### src/rtl/fifoc_pkg.sv
// Shared defaults and address helpers for the multi-channel FIFO controller.
package fifoc_pkg;
  localparam int DEF_NCH     = 4;
  localparam int DEF_CHBIT   = 2;
  localparam int DEF_LENGTH  = 16;
  localparam int DEF_ADDRBIT = 4;
  localparam int DEF_MEMABIT = 6;
  localparam int DEF_AFTHR   = 12;

  // Wrap at length-1 so non-power-of-2 depths work.
  function automatic int ptr_inc(input int ptr, input int length);
    return (ptr == length - 1) ? 0 : ptr + 1;
  endfunction

  function automatic int ch_base(input int ch, input int length);
    return ch * length;
  endfunction
endpackage

### src/rtl/fifoc_chslice.sv
// One channel's pointers, occupancy, sticky flags and (with FIFOC_HWM_EN) high-water mark.
// Accept is same-cycle from registered state; rejected requests only raise ovf/udf.
module fifoc_chslice
  import fifoc_pkg::*;
#(
  parameter int LENGTH  = DEF_LENGTH,
  parameter int ADDRBIT = DEF_ADDRBIT,
  parameter int AFTHR   = DEF_AFTHR
) (
  input  logic               clk,
  input  logic               rst,
  input  logic               wr_hit,
  input  logic               rd_hit,
  input  logic               fsh_hit,
  output logic               wr_acc,
  output logic               rd_acc,
  output logic [ADDRBIT-1:0] wrptr,
  output logic [ADDRBIT-1:0] rdptr,
  output logic [ADDRBIT:0]   len,
  output logic [ADDRBIT:0]   hwm,
  output logic               notempty,
  output logic               full,
  output logic               afull,
  output logic               ovf,
  output logic               udf
);
  localparam logic [ADDRBIT:0] LEN_FULL = (ADDRBIT+1)'(LENGTH);
  localparam logic [ADDRBIT:0] LEN_AF   = (ADDRBIT+1)'(AFTHR);

  logic [ADDRBIT:0] len_next;

  assign notempty = (len != '0);
  assign full     = (len == LEN_FULL);
  assign afull    = (len >= LEN_AF);
  assign wr_acc   = wr_hit & ~full & ~fsh_hit;
  assign rd_acc   = rd_hit & notempty & ~fsh_hit;

  always_comb begin
    len_next = len;
    if (fsh_hit)
      len_next = '0;
    else if (wr_acc && !rd_acc)
      len_next = len + 1'b1;
    else if (rd_acc && !wr_acc)
      len_next = len - 1'b1;
  end

  always_ff @(posedge clk) begin
    if (rst || fsh_hit) begin
      wrptr <= '0;
      rdptr <= '0;
      len   <= '0;
      ovf   <= 1'b0;
      udf   <= 1'b0;
    end else begin
      if (wr_acc) wrptr <= ADDRBIT'(ptr_inc(int'(wrptr), LENGTH));
      if (rd_acc) rdptr <= ADDRBIT'(ptr_inc(int'(rdptr), LENGTH));
      len <= len_next;
      if (wr_hit && full)      ovf <= 1'b1;
      if (rd_hit && !notempty) udf <= 1'b1;
    end
  end

`ifdef FIFOC_HWM_EN
  always_ff @(posedge clk) begin
    if (rst || fsh_hit)
      hwm <= '0;
    else if (len_next > hwm)
      hwm <= len_next;
  end
`else
  assign hwm = '0;
`endif
endmodule

### src/rtl/fifoc_anylen_mch.sv
// NCH any-length FIFOs in one shared memory; high-water mark optional via FIFOC_HWM_EN.
// Zero-latency memory strobes; writes to full / reads of empty channels are dropped and flagged.
module fifoc_anylen_mch
  import fifoc_pkg::*;
#(
  parameter int NCH     = DEF_NCH,
  parameter int CHBIT   = DEF_CHBIT,
  parameter int LENGTH  = DEF_LENGTH,
  parameter int ADDRBIT = DEF_ADDRBIT,
  parameter int MEMABIT = DEF_MEMABIT,
  parameter int AFTHR   = DEF_AFTHR
) (
  input  logic               clk,
  input  logic               rst,
  input  logic               wr_en,
  input  logic [CHBIT-1:0]   wr_ch,
  input  logic               rd_en,
  input  logic [CHBIT-1:0]   rd_ch,
  input  logic               fsh_en,
  input  logic [CHBIT-1:0]   fsh_ch,
  input  logic [CHBIT-1:0]   qry_ch,
  output logic [ADDRBIT:0]   qry_len,
  output logic [ADDRBIT:0]   qry_hwm,
  output logic [NCH-1:0]     notempty,
  output logic [NCH-1:0]     full,
  output logic [NCH-1:0]     afull,
  output logic [NCH-1:0]     ovf,
  output logic [NCH-1:0]     udf,
  output logic               mem_we,
  output logic [MEMABIT-1:0] mem_wa,
  output logic               mem_re,
  output logic [MEMABIT-1:0] mem_ra
);
  logic [NCH-1:0]     wr_acc, rd_acc;
  logic [ADDRBIT-1:0] wrptr [NCH];
  logic [ADDRBIT-1:0] rdptr [NCH];
  logic [ADDRBIT:0]   len   [NCH];
  logic [ADDRBIT:0]   hwm   [NCH];
  logic [ADDRBIT-1:0] wsel, rsel;

  // Channel indices >= NCH never match a slice, so they decode to no-ops.
  for (genvar c = 0; c < NCH; c++) begin : g_ch
    fifoc_chslice #(
      .LENGTH  (LENGTH),
      .ADDRBIT (ADDRBIT),
      .AFTHR   (AFTHR)
    ) u_slice (
      .clk      (clk),
      .rst      (rst),
      .wr_hit   (wr_en  && (wr_ch  == CHBIT'(c))),
      .rd_hit   (rd_en  && (rd_ch  == CHBIT'(c))),
      .fsh_hit  (fsh_en && (fsh_ch == CHBIT'(c))),
      .wr_acc   (wr_acc[c]),
      .rd_acc   (rd_acc[c]),
      .wrptr    (wrptr[c]),
      .rdptr    (rdptr[c]),
      .len      (len[c]),
      .hwm      (hwm[c]),
      .notempty (notempty[c]),
      .full     (full[c]),
      .afull    (afull[c]),
      .ovf      (ovf[c]),
      .udf      (udf[c])
    );
  end

  always_comb begin
    wsel    = '0;
    rsel    = '0;
    qry_len = '0;
    qry_hwm = '0;
    for (int i = 0; i < NCH; i++) begin
      if (wr_ch == CHBIT'(i)) wsel = wrptr[i];
      if (rd_ch == CHBIT'(i)) rsel = rdptr[i];
      if (qry_ch == CHBIT'(i)) begin
        qry_len = len[i];
        qry_hwm = hwm[i];
      end
    end
  end

  assign mem_we = |wr_acc;
  assign mem_re = |rd_acc;
  assign mem_wa = MEMABIT'(ch_base(int'(wr_ch), LENGTH) + int'(wsel));
  assign mem_ra = MEMABIT'(ch_base(int'(rd_ch), LENGTH) + int'(rsel));
endmodule

### config.mk
export PLATFORM = sky130hd
export DESIGN_NAME = fifoc_anylen_mch
export DESIGN_NICKNAME = d
export VERILOG_FILES = /design/src/rtl/fifoc_pkg.sv /design/src/rtl/fifoc_chslice.sv /design/src/rtl/fifoc_anylen_mch.sv
export SDC_FILE = /design/constraint.sdc
export NUM_CORES = 1
export LEC_CHECK = 0
export BUFFER_PORTS_ARGS = -buffer_cell sky130_fd_sc_hd__buf_2
export CELL_PAD_IN_SITES_DETAIL_PLACEMENT = 0
export CELL_PAD_IN_SITES_GLOBAL_PLACEMENT = 1
export CORE_ASPECT_RATIO = 0.6
export CORE_MARGIN = 2
export CORE_UTILIZATION = 49
export CTS_BUF_LIST = sky130_fd_sc_hd__clkbuf_4 sky130_fd_sc_hd__clkbuf_8
export CTS_CLUSTER_SIZE = 12
export DETAILED_ROUTE_END_ITERATION = 10
export PLACE_DENSITY_LB_ADDON = 0.1
export REMOVE_ABC_BUFFERS = 1
export SYNTH_ARGS = -nofsm -noshare
export SYNTH_HDL_FRONTEND = slang
export SYNTH_SLANG_ARGS = --single-unit
### constraint.sdc
create_clock -name clk -period 7.8 [get_ports clk]
set_input_delay 1.56 -clock clk [delete_from_list [all_inputs] [get_ports clk]]
set_output_delay 1.56 -clock clk [all_outputs]
set_load 0.05 [all_outputs]
# --- Yosys cells after proc, flatten, opt, wreduce, memory -nomap -nowiden ---
# Cells that the tools add are included.
word_totals:
  input_bits: 13
  ff_bits: 60
  output_inout_bits: 44
  elab_cells: 180
classes:
  addsub: 18
  n_mux: 28
  order_cmp: 4
  n_eq_ne: 24
  n_bitwise: 24
  n_reduce_logical: 62
op_table:
  columns: ["op", "n"]
  rows:
  - ["$mux 4", 16]
  - ["$mux 5", 12]
  - ["$add 4x1->4 const B", 8]
  - ["$eq 4x1->1 const B", 8]
  - ["$logic_and 1x1->1", 28]
  - ["$add 5x1->5 const B", 4]
  - ["$eq 5x5->1 const B", 4]
  - ["$ge 5x4->1 const B", 4]
  - ["$reduce_bool 5->1", 4]
  - ["$sub 5x1->5 const B", 4]
  - ["$and 1x1->1", 16]
  - ["$eq 2x2->1 const B", 8]
  - ["$add 6x4->6", 2]
  - ["$logic_not 1->1", 12]
  - ["$eq 2x1->1 const B", 4]
  - ["$logic_not 2->1", 4]
  - ["$not 1->1", 8]
  - ["$reduce_bool 2->1", 4]
  - ["$reduce_or 2->1", 4]
  - ["$reduce_or 4->1", 2]
  - ["$logic_or 1x1->1", 4]

# --- Depth between registers and ports, before layout ---
# Gate-level depths: netlist of the first run.
depth:
  word_depth: 8
  depth_mapped: 11
  ltp_nobuf: 11

# --- Modules after synthesis ---
# Synthesis of the first run repeated with hierarchy kept, for this count alone.
hier_totals:
  cells_unflattened: 464
  hier_area_um2: 4141.5
modules_own_cells:
  columns: ["mod", "seq_area_each_um2", "area_each_um2", "instances", "cells_each"]
  rows:
  - ["fifoc_chslice", 300.3, 889.6, 4, 106]
  - ["fifoc_anylen_mch", 0.0, 583.1, 1, 40]

# --- Worst setup path after synthesis of the first run ---
# OpenSTA, ideal clock, no wires.
synth_timing:
  path_type: "input port to output port"
  startpoint: "input fsh_ch[0]"
  endpoint: "output mem_we"
  path_stages: 4
  path_slack_ns: 3.142
  n_path_buf: 1
  t_arrival_ns: 3.098
  required_ns: 6.240
  cell_sequence: "or3b_2 -> o211a_1 -> buf_6 -> or4_1"
synth_via:
  elab_chain_len: 5
  elab_cells_between_ends: 17
  classes_between: "eq/ne: 3; bitwise: 8; reduce/logical: 6"
synth_lines:
  columns: ["element", "line", "text"]
  rows:
  - ["start: declaration", "fifoc_anylen_mch.sv:20", "input logic [CHBIT-1:0] fsh_ch,"]
  - ["$logic_not 2->1", "fifoc_anylen_mch.sv:52", ".fsh_hit (fsh_en && (fsh_ch == CHBIT'(c))),"]
  - ["$logic_and 1x1->1", "fifoc_anylen_mch.sv:52", null]
  - ["$not 1->1", "fifoc_chslice.sv:35", "assign wr_acc = wr_hit & ~full & ~fsh_hit;"]
  - ["$and 1x1->1", "fifoc_chslice.sv:35", null]
  - ["via g_ch[0].u_slice.wr_acc", "fifoc_chslice.sv:15", "output logic wr_acc,"]
  - ["$reduce_or 4->1", "fifoc_anylen_mch.sv:82", "assign mem_we = |wr_acc;"]
  - ["end: declaration", "fifoc_anylen_mch.sv:29", "output logic mem_we,"]
# The timed path passes the listed nets, and every way through them passes these cells.

# --- Worst setup path after layout of the first run ---
layout_timing:
  startpoint: "input fsh_ch[0]"
  endpoint: "output mem_we"
layout_via:
  elab_chain_len: 5
  elab_cells_between_ends: 17
  classes_between: "eq/ne: 3; bitwise: 8; reduce/logical: 6"
layout_lines:
  columns: ["element", "line"]
  rows:
  - ["$eq 2x1->1, or another cell as far along", "fifoc_anylen_mch.sv:52"]
  - ["$logic_and 1x1->1", "fifoc_anylen_mch.sv:52"]
  - ["$not 1->1", "fifoc_chslice.sv:35"]
  - ["$and 1x1->1", "fifoc_chslice.sv:35"]
  - ["$reduce_or 4->1 *", "fifoc_anylen_mch.sv:82"]
# Every way passes the cells marked *; elsewhere a longest branch is shown, timed or not.

==> results of run 1 <==
## critical path, stage by stage
cell	delay [ps]
buf_2	130
or3b_2	510
o211a_1	250
or4_1	540
buf_2	230
## power groups by stage
stage	clock network, W	logic, W	registers (W)
2_1_floorplan	0	0.000181	0.000349
3_3_place_gp	0	0.000241	0.000353
3_5_place_dp	0	0.000243	0.000354
4_1_cts	0.000337	0.000244	0.000347
5_1_grt	0.000352	0.000265	0.000350
6_report	0.000331	0.000243	0.000347
## through the flow
step	setup slack (ps)	cells	hold slack (ps)	utilization, %	total power [W]
2_1_floorplan	3190	405	468	-	0.000530
3_5_place_dp	3010	564	454	51.5	0.000597
3_3_place_gp	3030	564	446	51.5	0.000594
6_report	3010	580	464	54.5	0.000922
4_1_cts	3010	580	469	54.5	0.000928
5_1_grt	2940	580	494	54.5	0.000967
## sequential cells by signal (all words and copies together) (netlist names)
register	cells
g_ch.u_slice.ovf	4
g_ch.u_slice.udf	4
g_ch.u_slice.wrptr	16
g_ch.u_slice.rdptr	16
g_ch.u_slice.len	20
## final timing paths
check / from / to / slack, ps / cells after the start
max: fsh_ch[0] / mem_we / 3010 / 5
min: g_ch[3].u_slice.ovf / g_ch[3].u_slice.ovf / 460 / 1
max reg2reg: g_ch[2].u_slice.len[0] / g_ch[2].u_slice.len[4] / 4550 / 10
min reg2reg: g_ch[3].u_slice.ovf / g_ch[3].u_slice.ovf / 460 / 1
## cell usage after synthesis, types with 2 or more instances
| library cell | number | share of area, % |
|---|---|---|
| o211ai_1 | 3 | 0.57 |
| mux2i_1 | 16 | 4.0 |
| o21ai_1 | 2 | 0.25 |
| inv_1 | 20 | 1.9 |
| nand2_1 | 25 | 2.4 |
| o21a_1 | 4 | 0.76 |
| or3_1 | 6 | 0.95 |
| ha_1 | 25 | 7.9 |
| nand3b_1 | 4 | 0.76 |
| nand2b_1 | 4 | 0.63 |
| o21ai_0 | 9 | 1.1 |
| and3_1 | 3 | 0.47 |
| xnor2_1 | 5 | 1.1 |
| dfxtp_1 | 60 | 30 |
| nand3_1 | 16 | 2.0 |
| and3b_1 | 4 | 0.88 |
| a21o_1 | 6 | 1.1 |
| o221a_2 | 2 | 0.57 |
| nor3b_1 | 4 | 0.76 |
| a21oi_1 | 33 | 4.2 |
| nor3_1 | 5 | 0.63 |
| nor2_1 | 62 | 5.9 |
| nor4_1 | 4 | 0.63 |
| fa_1 | 4 | 2.0 |
| a211oi_1 | 6 | 1.1 |
| a311o_1 | 3 | 0.76 |
| nand4b_1 | 2 | 0.44 |
| buf_6 | 3 | 0.85 |
| or4_1 | 6 | 1.1 |
| or2_2 | 3 | 0.47 |
| xor2_1 | 9 | 2.0 |
| mux4_2 | 12 | 6.8 |
| a21boi_0 | 3 | 0.57 |
| buf_4 | 29 | 5.5 |
| clkbuf_1 | 15 | 1.4 |
| a31oi_1 | 10 | 1.6 |
| mux2_2 | 2 | 0.57 |
| a31o_2 | 2 | 0.44 |
## layout by cell type, fill, tap and decap left out, types with 16 or more instances in the layout
cell / netlist / final
a21oi_1: 33 / 33
buf_2: 0 / 51
dfxtp_1: 60 / 60
ha_1: 25 / 25
inv_1: 20 / 20
mux2i_1: 16 / 16
nand2_1: 25 / 25
nand3_1: 16 / 16
nor2_1: 62 / 62
## cell type report
class | instances | area (um^2) | area share, %
clock buffers | 12 | 165 | 3.86
clock inverters | 4 | 70.1 | 1.64
inverters | 20 | 75.1 | 1.75
multi-input cells | 325 | 2380 | 55.6
flip-flops and latches | 60 | 1200 | 28.1
well taps | 108 | 135 | 3.16
repair buffers | 51 | 255 | 5.96
## cells by family (layout without fill, tap and decap cells)
| logic type | count (synthesis) | in the layout | share of synthesized area [%] |
|---|---|---|---|
| buffers and inverters | 68 | 87 | 10.0 |
| adders and majority gates | 29 | 29 | 9.92 |
| other | 1 | 5 | 0.0947 |
| AOI/OAI and AO/OA | 91 | 91 | 15.0 |
| DFF | 60 | 60 | 30.3 |
| muxes | 31 | 31 | 12.1 |
| and+or+nand+nor | 155 | 155 | 19.5 |
| xor gates and xnor gates | 14 | 14 | 3.10 |
## routing by layer
| layer | wire [um] | GRT usage [%] | share of wire, % |
|---|---|---|---|
| met1 | 4750 | 31.7 | 50 |
| met2 | 4120 | 35.5 | 44 |
| met3 | 431 | 6.29 | 4.6 |
| met4 | 123 | 6.14 | 1.3 |
| met5 | 0 | 0 | 0 |
==> qor.txt, run 1 <==
Die ar.: 0.00884 mm^2
FF+latch count, synth: 60
CP endpoint kind: output pin
Pint: 0.000604 W
Switch Pwr: 0.000318 W
TritonCTS clock tree: built
I/O Pins: 57
CTS root buffer: clkbuf_8
RSZ-0062 raised after global routing: no
Nets@finish: 509
PostCTS Resize Cnt: 0
Switching share of power: 34.5%
TritonRoute pass-1 iters: 4
GRT Total Usage: 22.9%
Clk slew on worst S/H paths: 60 ps
Layout fillers: 759
Fin crit period: 4790 ps
Critical Path AT: 3230 ps
Final hold violation count: 0
Relative slew margins: 52.3%
Overall die height: 73.6 um
ANT nets after route: 0
VDD IR-drop max: 0.105 mV
Leak Pwr: 1.92 nW
Setup crit start kind: primary input
Initial Util: 50.5%
Syn Area/Cell: 8.82 um^2
Clock sinks: 60
Unique cell type count in the Yosys netlist: 56
Grt ovf: 0
Design area: 0.00428 mm^2
Core Area: 0.00785 mm^2
Crit path max fanout: 7
Post-synth EDFFs: 0
HPWL after DPL: 7220 um
GP Congestion: 0.834
Clock share of power: 35.9%
Synthesized area: 0.00396 mm^2
1st-iter DRT viols: 145
Via density: 5.58
Port Buffers: 51
Hold Path Class: reg -> reg
Worst EP required: 6240 ps
Share of layout cells above drive strength 1: 20.1%
Post-CTS Setup Bufs: 0
Die Width: 120 um
Diode count: 0
CTS buffer count: 9
First-pass GRT wire length: 15,400 um
Most used DFF post-synth: dfxtp_1
Max Cap Violations: 0
FP Rows: 25
Worst Clk Skew: 5.28 ps
Actual slew at the worst max-slew pin: 711 ps
Synth Warn #: 0
Initial antenna violation count: 0
Max Slew Vio Count: 0
Setup TNS: 0 ps
Worst-skew pair later-pin latency: 350 ps
Synthesized instance count: 449
Clock H-tree levels: 3
Status: complete, no violations
Layout area overhead: 8.05%
Seq/Total Area, Yosys: 30.3%
Remaining DRCs: 0
Bufs on Longest Clock Path: 2
Vias in the first global route: 3,008
Final Cycle Share: 61.4%
Via count: 3,236
Crit Path Category: in -> out
Max Freq: 209 MHz
Synth async-reset ratio: 0%
Flop pwr share: 37.7%
Final WL: 9430 um
Comb pwr share: 26.4%
# hold bufs at CTS: 0
Power per Cell Area: 215 mW/mm^2
Largest net degree at the start of global routing: 16
Per-cell routed wire length: 16.3 um
Setup violations, final: 0
Placed Instance Area: 0.00405 mm^2
Note: power is estimated with default switching activity, not from simulation.
==> run 2: changes to the inputs <==
--- a/config.mk
+++ b/config.mk
@@ -5,12 +5,13 @@
 export SDC_FILE = /design/constraint.sdc
 export NUM_CORES = 1
 export LEC_CHECK = 0
+export ABC_AREA = 1
 export BUFFER_PORTS_ARGS = -buffer_cell sky130_fd_sc_hd__buf_2
 export CELL_PAD_IN_SITES_DETAIL_PLACEMENT = 0
 export CELL_PAD_IN_SITES_GLOBAL_PLACEMENT = 1
 export CORE_ASPECT_RATIO = 0.6
 export CORE_MARGIN = 2
-export CORE_UTILIZATION = 49
+export CORE_UTILIZATION = 38
 export CTS_BUF_LIST = sky130_fd_sc_hd__clkbuf_4 sky130_fd_sc_hd__clkbuf_8
 export CTS_CLUSTER_SIZE = 12
 export DETAILED_ROUTE_END_ITERATION = 10
==> constraint.sdc (replaced) <==
create_clock -name clk -period 4.05 [get_ports clk]
set_input_delay 0.81 -clock clk [delete_from_list [all_inputs] [get_ports clk]]
set_output_delay 0.81 -clock clk [all_outputs]
set_load 0.05 [all_outputs]
==> qor.txt, run 2 <==
Setup TNS: 0 ps (unchanged)
Area leader, netlist: dfxtp_1
VDD IR-drop max: 0.171 mV (+64%)
WP buf/inv: 3 (+1)
FP Rows: 29 (+16%)
Share of layout cells above drive strength 1: 14.9% (-5.2 points)
Final Cycle Share: 69.7%
CTS buffer count: 9 (unchanged)
PostCTS Resize Cnt: 0 (unchanged)
Vias in the first global route: 3,589 (+19%)
Largest net degree at the start of global routing: 13 (-3)
Nets@finish: 723 (+42%)
Remaining DRCs: 0 (unchanged)
Synth async-reset ratio: 0% (unchanged)
Design area: 0.00468 mm^2 (+9.4%)
Final cell count without fillers: 824 (+42%)
TritonCTS clock tree: built
Metal2 WL: 4560 um (+11%)
Die ar.: 0.0121 mm^2 (+37%)
Critical Path AT: 2010 ps (-1220 ps)
Worst slack, placed: 964 ps (-2050 ps)
Relative slew margins: 64.4% (+12 points)
Setup crit start kind: primary input
Diode count: 0 (unchanged)
Via density: 4.89 (-12%)
Largest registers: g_ch.u_slice.len: 20 flops, g_ch.u_slice.rdptr: 16 flops, g_ch.u_slice.wrptr: 16 flops
Fin Hold WS: 449 ps (-15.6 ps)
GRT Total Usage: 20.2% (-2.6 points)
Port Buffers: 51 (unchanged)
Top cells by area, synth: dfxtp_1 28%, nand2_1 13%, inv_1 8.6%
Layout area overhead: 9.51%
Max FFs per register: 20 (unchanged)
Largest delay share family, worst path: simple AND/OR/NAND/NOR gates
Worst-skew pair later-pin latency: 340 ps (about the same)
Actual slew at the worst max-slew pin: 534 ps (-177 ps)
Highest metal used: met4
Worst path slowest cell: nor2_1
Leak Pwr: 2.41 nW (+25%)
Adder-cell share of the synthesized area: 9.18% (-0.73 points)
# hold bufs at CTS: 0 (unchanged)
Clock H-tree levels: 3 (unchanged)
Commonest cells in the netlist: 148 x nand2_1, 98 x inv_1, 76 x nor2_1
Commonest cells after routing, fill and taps aside: 148 x nand2_1, 98 x inv_1, 76 x nor2_1
Post-CTS Setup Bufs: 0 (unchanged)
CP max stage delay: 310 ps (-230 ps)
Initial antenna violation count: 0 (unchanged)
Final WL: 11,700 um (+24%)
Clk slew on worst S/H paths: 70 ps (about the same)
Placed Instance Area: 0.00449 mm^2 (+11%)
Unique cell type count in the Yosys netlist: 26 (-54%)
Synth Warn #: 0 (unchanged)
Largest register by flop count: g_ch.u_slice.len
Post-synthesis mux area share: 0% (-12 points)
Syn Area/Cell: 6.63 um^2 (-25%)
Max Slew Vio Count: 0 (unchanged)
Via count: 4,030 (+25%)
GP Congestion: 0.842 (+1.0%)
Crit path max fanout: 7 (unchanged)
1st-iter DRT viols: 227 (+57%)
Max Freq: 354 MHz
Initial Util: 39.7% (-11 points)
Grt ovf: 0 (unchanged)
Die Width: 141 um (+17%)
Power per Cell Area: 357 mW/mm^2 (+66%)
Overall die height: 86.2 um (+17%)
Worst EP required: 3240 ps (-3000 ps)
Clock sinks: 60 (unchanged)
HPWL after DPL: 9300 um (+29%)
Setup ws final: 1230 ps (-1780 ps)
Most frequent standard cell in the layout excluding fill and tap cells: nand2_1
Worst Clk Skew: 6.06 ps (+0.782 ps)
Placed cell count: 809 (+43%)
Setup violations, final: 0 (unchanged)
Largest family of logic cells by synthesized area: simple AND/OR/NAND/NOR gates
Layout fillers: 1,155 (+52%)
Core Area: 0.0108 mm^2 (+37%)
Compound-Gate Fraction of Synth Area: 10.3% (-4.6 points)
TritonRoute pass-1 iters: 5 (+1)
Synthesized area: 0.00428 mm^2 (+8.0%)
Final hold violation count: 0 (unchanged)
Fin crit period: 2820 ps
Cell Chain, Critical Path: buf_2 -> inv_1 -> nand3_1 -> nor2_1 -> nand2_1 -> nand4_1 -> buf_2
Met3 wire len: 598 um (+39%)
RSZ-0062 raised after global routing: no
Seq/Total Area, Yosys: 28.1% (-2.2 points)
XOR/XNOR share of the synthesized area: 2.87% (-0.23 points)
Synthesized instance count: 645 (+44%)
Crit-path most repeated cell: buf_2
Post-Synth Simple-Gate Area: 35.2% (+16 points)
Hold Path Class: reg -> reg
Status: complete, no violations
CTS root buffer: clkbuf_8
Bufs on Longest Clock Path: 2 (unchanged)
Met1 wire length: 6470 um (+36%)
Area share of the largest cell type after synthesis: 28.1% (-2.2 points)
I/O Pins: 57 (unchanged)
Crit Path Category: in -> out
CP endpoint kind: output pin
Per-cell routed wire length: 14.2 um (-13%)
Most used DFF post-synth: dfxtp_1
Post-synth EDFFs: 0 (unchanged)
ANT nets after route: 0 (unchanged)
First-pass GRT wire length: 18,900 um (+23%)
FF+latch count, synth: 60 (unchanged)
Cell with the most instances after synthesis: nand2_1
Max Cap Violations: 0 (unchanged)
-- run 2: changes by cell type in the layout (fill, tap and decap cells not counted), sizes merged, moves of 7 or more --
cell   previous run  this run
nand2            25       157
inv              20       101
nand3            16        59
nor2             62        88
o21ai            11        31
mux2i            16         0
mux4             13         0
a21oi            34        46
nand4             1        12
a31oi            10         0
a21o              7         0
or4               7         0
-- run 2: cells by family after synthesis --
family,count (synthesis)
AO/OA/AOI/OAI,83
XOR/XNOR,14
adder cells (fa/ha/maj),29
buffers and inverters,131
flip-flops,60
other,1
AND/OR/NAND/NOR,327
-- run 2: per-stage QoR --
stage | power [W] | util (%)
floorplan | 0.00102 | -
global placement | 0.00115 | 41.7
detailed placement | 0.00116 | 41.7
CTS | 0.00169 | 43.5
global route | 0.00178 | 43.5
finish | 0.00167 | 43.5
-- run 2: power by group --
group / switching (W) / internal, W
clock: 0.000236 / 0.000292
sequential: 0.0000359 / 0.000617
combinational: 0.000361 / 0.000131
total: 0.000633 / 0.00104
-- run 2: path summary, 6_finish.rpt --
path | end | depth (start not counted) | from | slack [ps]
setup / recovery | mem_we | 7 | wr_ch[1] | 1230
hold / removal | g_ch[1].u_slice.udf | 2 | g_ch[1].u_slice.udf | 450
hold reg to reg | g_ch[1].u_slice.udf | 2 | g_ch[1].u_slice.udf | 450
setup reg to reg | g_ch[1].u_slice.len[4] | 11 | g_ch[1].u_slice.len[2] | 1520
-- run 2: worst register-to-register path, delay by kind of cell (launching register included) --
family	cells	cell delay [ps]
AND/OR/NAND/NOR	6	1120
adder cells (fa/ha/maj)	2	560
flip-flops	1	360
AO/OA/AOI/OAI	1	200
buffers and inverters	2	180
-- run 2: final cells by class --
| cell class | instances | area (um^2) | share of cell area [%] |
|---|---|---|---|
| clock buffer | 14 | 186 | 3.98 |
| clock inverter | 1 | 5.00 | 0.107 |
| inverter | 101 | 379 | 8.09 |
| multi-input combinational | 458 | 2480 | 53.0 |
| sequential | 60 | 1200 | 25.6 |
| tap | 139 | 174 | 3.71 |
| timing repair buffer | 51 | 255 | 5.45 |
-- run 2: routing by layer --
metal	vias to the layer above	global-route usage, %
met5	-	0
met4	0	4.64
met3	7	4.20
met2	92	28.0
met1	1822	31.7
li1	2109	-
